===== config.mk =====
export PLATFORM = sky130hd
export DESIGN_NAME = cpu_disp_driver
export DESIGN_NICKNAME = d
export VERILOG_FILES = /design/src/rtl/cpu_disp_pkg.sv /design/src/rtl/cpu_disp_hex2seg.sv /design/src/rtl/cpu_disp_driver.sv
export SDC_FILE = /design/constraint.sdc
export NUM_CORES = 1
export LEC_CHECK = 0
export ABC_AREA = 1
export CAP_MARGIN = 0
export CORE_MARGIN = 3
export CORE_UTILIZATION = 55
export CTS_BUF_LIST = sky130_fd_sc_hd__clkbuf_2
export CTS_CLUSTER_SIZE = 8
export DETAILED_ROUTE_END_ITERATION = 8
export GPL_ROUTABILITY_DRIVEN = 0
export HOLD_SLACK_MARGIN = 0.12
export PLACE_DENSITY = 0.82
export SLEW_MARGIN = 10
export SYNTH_ARGS = -nofsm -noshare
export SYNTH_HDL_FRONTEND = slang
export SYNTH_SLANG_ARGS = --single-unit

===== constraint.sdc =====
create_clock -name clk -period 2.4 [get_ports clk]
set_clock_uncertainty 0.1 [all_clocks]
set_input_delay 0.48 -clock clk [delete_from_list [all_inputs] [get_ports clk]]
set_output_delay 0.48 -clock clk [all_outputs]
set_load 0.03 [all_outputs]

===== src/rtl/cpu_disp_pkg.sv =====
// rtl/cpu_disp_pkg.sv - shared state type and segment constants for the display driver
package cpu_disp_pkg;

   typedef enum logic {
      DISP_RUN    = 1'b0,
      DISP_HALTED = 1'b1
   } disp_state_t;

   localparam logic [6:0] SEG_BLANK = 7'h7F;

   // Active-low {g,f,e,d,c,b,a} patterns for hex digits 0..F
   localparam logic [6:0] SEG_LUT [0:15] = '{
      7'h40, 7'h79, 7'h24, 7'h30, 7'h19, 7'h12, 7'h02, 7'h78,
      7'h00, 7'h10, 7'h08, 7'h03, 7'h46, 7'h21, 7'h06, 7'h0E
   };

endpackage


===== src/rtl/cpu_disp_hex2seg.sv =====
// rtl/cpu_disp_hex2seg.sv - combinational 4-bit to active-low seven-segment decoder
module cpu_disp_hex2seg
   import cpu_disp_pkg::*;
(
   input  logic [3:0] nibble,
   output logic [6:0] seg_n
);

   assign seg_n = SEG_LUT[nibble];

endmodule


===== src/rtl/cpu_disp_driver.sv =====
// rtl/cpu_disp_driver.sv - 8-digit multiplexed seven-segment driver with frame snapshot and halt capture
// Optional leading-zero blanking is enabled by defining CPU_DISP_BLANK_EN.
module cpu_disp_driver
   import cpu_disp_pkg::*;
#(
   parameter int CLK_DIV = 50000,
   parameter int DIGITS  = 8
) (
   input  logic        clk,
   input  logic        clr_n,
   input  logic [31:0] display,
   input  logic [31:0] cycle_count,
   input  logic        halt,
   input  logic        src_sel,
   input  logic        freeze,
   output logic [6:0]  seg_n,
   output logic        dp_n,
   output logic [7:0]  an_n,
   output logic [31:0] shown,
   output logic        halted_seen
);

   localparam int PW = (CLK_DIV > 1) ? $clog2(CLK_DIV) : 1;

   logic [PW-1:0] prescaler;
   logic [2:0]    index;
   logic          tick;
   logic          frame_end;
   logic [31:0]   halt_disp;
   logic [31:0]   halt_cyc;
   logic [31:0]   src_val;
   logic [4:0]    nib_lo;
   logic [3:0]    nibble;
   logic [6:0]    dec_seg;
   logic [6:0]    seg_d;
   logic          dp_d;
   logic          capture;

   disp_state_t   state;
   disp_state_t   state_d;

   assign tick      = (prescaler == PW'(CLK_DIV - 1));
   assign frame_end = tick && (index == 3'(DIGITS - 1));
   assign nib_lo    = {index, 2'b00};
   assign nibble    = shown[nib_lo +: 4];

   // Halted frames show the frozen snapshots; src_sel still picks which one.
   assign src_val = (state == DISP_HALTED) ? (src_sel ? halt_cyc    : halt_disp)
                                           : (src_sel ? cycle_count : display);

   cpu_disp_hex2seg u_hex2seg (
      .nibble (nibble),
      .seg_n  (dec_seg)
   );

`ifdef CPU_DISP_BLANK_EN
   logic [31:0] upper;
   logic        blank;

   assign upper = shown >> nib_lo;
   assign blank = (index != 3'd0) && (upper == 32'd0);

   always_comb begin
      seg_d = dec_seg;
      dp_d  = !(halted_seen && (index == 3'd0));
      if (blank) begin
         seg_d = SEG_BLANK;
         dp_d  = 1'b1;
      end
   end
`else
   always_comb begin
      seg_d = dec_seg;
      dp_d  = !(halted_seen && (index == 3'd0));
   end
`endif

   always_comb begin
      state_d = state;
      capture = 1'b0;
      case (state)
         DISP_RUN: begin
            if (halt) begin
               capture = 1'b1;
               state_d = DISP_HALTED;
            end
         end
         DISP_HALTED: state_d = DISP_HALTED;
         default:     state_d = DISP_RUN;
      endcase
   end

   always_ff @(posedge clk or negedge clr_n) begin
      if (!clr_n) begin
         state <= DISP_RUN;
      end else begin
         state <= state_d;
      end
   end

   assign halted_seen = (state == DISP_HALTED);

   always_ff @(posedge clk or negedge clr_n) begin
      if (!clr_n) begin
         prescaler <= '0;
         index     <= '0;
         shown     <= '0;
         halt_disp <= '0;
         halt_cyc  <= '0;
         an_n      <= 8'hFF;
         seg_n     <= SEG_BLANK;
         dp_n      <= 1'b1;
      end else begin
         prescaler <= tick ? '0 : prescaler + PW'(1);
         if (tick) begin
            index <= index + 3'd1;
         end
         if (frame_end && !freeze) begin
            shown <= src_val;
         end
         if (capture) begin
            halt_disp <= display;
            halt_cyc  <= cycle_count;
         end
         an_n  <= ~(8'd1 << index);
         seg_n <= seg_d;
         dp_n  <= dp_d;
      end
   end

endmodule


---- After elaboration in Yosys (flattened, before gate mapping) ----
Memory sizes are Yosys's and may differ from the RTL's. A register that Yosys moved wholly into a read port is not among the register bits.
Cells that the tools add are included.
word-level totals
  register bits after elaboration ......... 125
  bits in read-only memories .............. 112
  input bits .............................. 69
  output and inout port bits .............. 49
  word-level logic and storage cells ...... 32
  memories kept ........................... 1
memory list
  memory            depth  width  read ports  clocked after Yosys merged registers in  wr ports  line                   source
  (name not given)  16     7      1           1                                        0         cpu_disp_hex2seg.sv:9  assign seg_n = SEG_LUT[nibble];
operators by class
  add/subtract/negate cells ............... 2
  equality and inequality tests ........... 2
  shifts and indexed selects .............. 2
  mux-type cells .......................... 7
  bitwise gates (word level) .............. 3
  reduce and logical (&&, ||, !) cells .... 7
operators by type and width
  cell                                                                number
  32-bit 2-to-1 mux                                                   3
  32-bit by 6-bit indexed part select with 4-bit output               1
  16-bit by 1-bit adder with 16-bit output (second input constant)    1
  16-bit equality test (second input constant)                        1
  16-bit 2-to-1 mux                                                   1
  8-bit NOT                                                           1
  1-bit by 3-bit left shift with 8-bit output (first input constant)  1
  4-bit NOT with 5-bit output                                         1
  3-bit by 1-bit adder with 3-bit output (second input constant)      1
  3-bit equality test (second input constant)                         1
  1-bit logical AND                                                   3
  1-bit logical NOT                                                   3
  3-bit logical NOT                                                   1
  1-bit 2-to-1 mux                                                    2
  1-bit one-hot mux with 2 select lines                               1
  1-bit NOT                                                           1

---- Longest topological paths before layout ----
Gate-level depths: netlist (run 1).
  depth in word-level cells ............... 3
  gate-level depth with buffers ........... 13

---- By module ----
A second synthesis (run 1) with hierarchy kept.
unflattened totals
  cell total of the unflattened synthesis .. 1006
  area total of the unflattened synthesis .. 7245.7 sq um
by module, submodules not included
  module            times used  cells each  area an instance (sq um)
  cpu_disp_driver   1           957         6967.9
  cpu_disp_hex2seg  1           49          277.8

---- Worst setup path after synthesis (run 1) ----
Ideal clock, no wire load.
  path kind ............................... register -> register
  start ................................... reg index[0]
  end ..................................... reg seg_n[5]
  setup time .............................. 76 ps
  arrival time ............................ 1678 ps
  data required time ...................... 2224 ps
  setup slack ............................. 546 ps
  cell stages (with the launch flop) ...... 14
  buffers on the path ..................... 2
  period minus slack after synthesis ...... 1854 ps
  cell sequence ........................... dfrtp_1 > buf_4 > inv_2 > buf_4 > nand2_1 > nand3_1 > nand3_1 > nand2_1 > inv_1 > ha_1 > nand3_1 > nand2_1 > nand2_1 > nand2_1
between the ends
  word-level cells in the longest chain between the ends .. 2
ends and longest elaborated chain
  element                                                line                    source
  start: declaration                                     cpu_disp_driver.sv:26   logic [2:0] index;
  start signal: assignment                               cpu_disp_driver.sv:116  index <= index + 3'd1;
  32-bit by 6-bit indexed part select with 4-bit output  cpu_disp_driver.sv:45   assign nibble = shown[nib_lo +: 4];
  4-bit NOT with 5-bit output (implied by the code)      cpu_disp_hex2seg.sv:9
  end: declaration                                       cpu_disp_driver.sv:16   output logic [6:0] seg_n,
Every way passes these cells.
A chain may end at the register's enable or synchronous reset.

---- Worst setup path after layout (run 1) ----
  start ................................... reg an_n[3]
  end ..................................... out an_n[3]
RTL lines
  element                   line                    source
  start: declaration        cpu_disp_driver.sv:18   output logic [7:0] an_n,
  start signal: assignment  cpu_disp_driver.sv:125  an_n <= ~(8'd1 << index);
No word-level cell between the ends.

==> summary.md, run 1 <==
| Metric | Value |
|---|---|
| Final core utilization | 0.703 |
| Antenna violations before repair | 0 |
| Total grt overflow | 0 |
| Cell family with the largest share of critical-path delay | flip-flops |
| Via/cell ratio | ~5.3 |
| Pwr/cell area | slightly below 500 mW/mm^2 |
| Worst Path Max Fanout | 1 |
| Yosys warns | 0 |
| Syn Std Cell Area | between 0.006 and 0.007 mm^2 |
| Placed instance count | roughly 1,100 |
| DRT Pass-1 Iters | 5 |
| Final Hold Viols | 0 |
| Die area | 0.0137 mm^2 |
| Syn-to-layout area delta | 21.5% |
| Number of diodes | 0 |
| Post-route ant nets | 0 |
| Crit share post-route | 0.929 |
| Max-Cap Viols | 0 |
| Mapped Cells | approximately 820 |
| Cell Area, Placed | around 0.008 mm^2 |
| CTS tree | done |
| Slowest cell on crit path | dfstp_2 |
| Total I/O pin count | 118 |
| Crit. End Element | output pin |
| Vias in the first global route | about 5,300 |
| Ratio of cells with drive above 1 in the final layout | 0.123 |
| First-pass GRT wire length | about 26,000 um |
| Crit path cell chain | dlygate4sd2_1 |
| Initial Util | 0.579 |
| Worst min path class | primary input to asynchronous set/reset pin |
| H-tree depth | 4 |
| Die width | approximately 120 um |
| Largest net degree at the start of global routing | 65 |
| Site Rows | 39 |
| Arr. time, crit path | ~1.7 ns |
| Yosys reg bits | roughly 130 |
| Crit start category | flop |
| Port bufs | 117 |
| Final setup viols | 0 |
| Unrepaired setup endpoints after global routing | false |
| HPWL Detailed | 11,400 um |
| Outcome | complete, no violations |
| Max clock buf depth | 2 |
| Fmax | approximately 0.45 GHz |
| Drt wl/cell | 14.5 um |
| Largest stage delay, worst path | 0.56 ns |
| DR iter-0 viols | between 400 and 500 |
| VDD IR max | 0.336 mV |
| CTS root buf | clkbuf_2 |
| Distinct cells, synth | 33 |
| Max-slew violations | 0 |
| TNS Setup | 0 ns |
| Min Clock Period, post-route | around 2.2 ns |
| CTS sink cnt | between 100 and 150 |
| Avg Cell Area, Syn | 8.28 um^2 |
| Post-synthesis sequential area ratio | 0.490 |
| Clk_lat worst skew | about 0.70 ns |
| Routed wire length | about 16,000 um |
| Most frequent cells in the layout | 150 x nand2_1, 127 x o21ai_0, 116 x inv_1 |
| Clock-pin slew on the worst setup and hold paths | around 0.2 ns |
| Final Net Count | just over 1,000 |
| Slew of the pin with the lowest slew margin | ~0.5 ns |
| Finished Layout Cells | 1,087 |
| WS Path Type | flop to output pin |
| Die Ht | between 100 and 150 um |
| Synthesized net count | 901 |
| DRC | 0 |
| Worst slack, placed | between 0.3 and 0.4 ns |
| Critical path buffers and inverters | 1 |
| Rel. slew slack | 0.664 |
| PnR worst setup slack | 0.171 ns |
| Vias | 5,774 |
| Final Instance Area | 0.00824 mm^2 |
| Global router's overall resource usage | 0.246 |
| Core Region | ~0.012 mm^2 |
| Lkg Pwr | ~3.9 nW |
| TritonCTS buffer count | 17 |
| Leading cell type in the layout, fill and taps excluded | nand2_1 |
| WP data required | ~1.8 ns |
stage by stage:
stage	hold WS (ns)	total power [mW]
6_report	0.169	4.01
5_1_grt	0.147	4.20
4_1_cts	0.133	4.04
3_5_place_dp	0.354	2.80
3_3_place_gp	0.349	2.78
2_1_floorplan	0.0844	2.56
final cells by class:
cell class / instances / area [um^2]
sequential: 132 / 3320
timing repair buffer: 135 / 1310
tap: 143 / 179
clock inverter: 13 / 116
clock buffer: 19 / 95.1
fill: 975 / 3470
multi-input combinational: 522 / 2750
inverter: 123 / 468
where the power goes:
| group | internal (mW) | switching (mW) | leakage, nW | total, mW |
|---|---|---|---|---|
| sequential | 2.32 | 0.0450 | 1.55 | 2.37 |
| combinational | 0.200 | 0.191 | 2.24 | 0.391 |
| clock | 0.463 | 0.794 | 0.137 | 1.26 |
timing repair:
item,CTS,global route
hold buffers,1,0
hold endpoints to repair,130,0
buffers inserted,0,0
gates resized for setup,48,1
endpoints found under the setup margin,48,1
layer usage:
layer,global-route usage,part of all wire,up-vias
li1,-,-,2851
met1,0.355,0.46,2701
met2,0.375,0.47,202
met3,0.0586,0.060,20
met4,0.0696,0.013,0
met5,0,0,-
cell families (layout without fill, tap and decap cells):
group,count (synthesis),after routing,synth area share
adders and majority gates,13,13,0.0240
DFF,132,132,0.490
xor gates and xnor gates,9,9,0.0116
and+or+nand+nor,264,264,0.164
muxes,32,32,0.0532
AOI/OAI and AO/OA,204,204,0.152
buffers and inverters,165,290,0.105
synthesized netlist by cell type:
library cell	instances	area (um^2)
nand4_1	1	6.26
a2bb2oi_1	1	8.76
xnor2_1	1	8.76
inv_2	5	18.8
nand3b_1	2	15.0
buf_1	2	7.51
buf_2	16	80.1
dfrtp_1	116	2900
nor2_2	4	25.0
inv_6	1	8.76
inv_1	116	435
ha_1	13	163
xor2_1	8	70.1
nand2_1	151	567
nor3_1	6	30.0
o21ai_1	39	195
dfstp_2	16	420
buf_4	3	22.5
mux2_2	32	360
nor3_2	1	10.0
or2_2	1	6.26
buf_6	7	78.8
a21oi_1	34	170
nand2_4	1	11.3
o21ai_0	127	636
clkbuf_1	14	52.6
nand2_2	3	18.8
o211ai_1	2	15.0
nand3_1	42	210
nor2_1	51	191
clkinv_2	1	5.00
nand2_8	1	20.0
o21ai_2	1	8.76
registers in the layout, indices dropped and copies added (netlist names):
| register | flops |
|---|---|
| index | 3 |
| an_n | 8 |
| seg_n | 7 |
| halt_cyc | 32 |
| halted_seen | 1 |
| shown | 32 |
| prescaler | 16 |
| dp_n | 1 |
| halt_disp | 32 |
path summary, 6_finish.rpt:
path                                start            to  slack (ns)  cells after the start
hold reg to reg              prescaler[0]  prescaler[0]        0.38                      1
setup / recovery                  an_n[3]       an_n[3]        0.17                      1
hold / removal                      clr_n     shown[15]        0.17                      2
min in group clk           cycle_count[2]   halt_cyc[2]        0.24                      3
max in group asynchronous           clr_n      seg_n[5]        1.37                      3
setup reg to reg                 index[0]     shown[15]        0.34                      8
Note: power is estimated with default switching activity, not from simulation.
==> run 2, diff against run 1 <==
- SLEW_MARGIN: 10 -> 40
==> results of run 2 <==
Same layout as run 1: the final DEF is identical, and so are final timing and power.
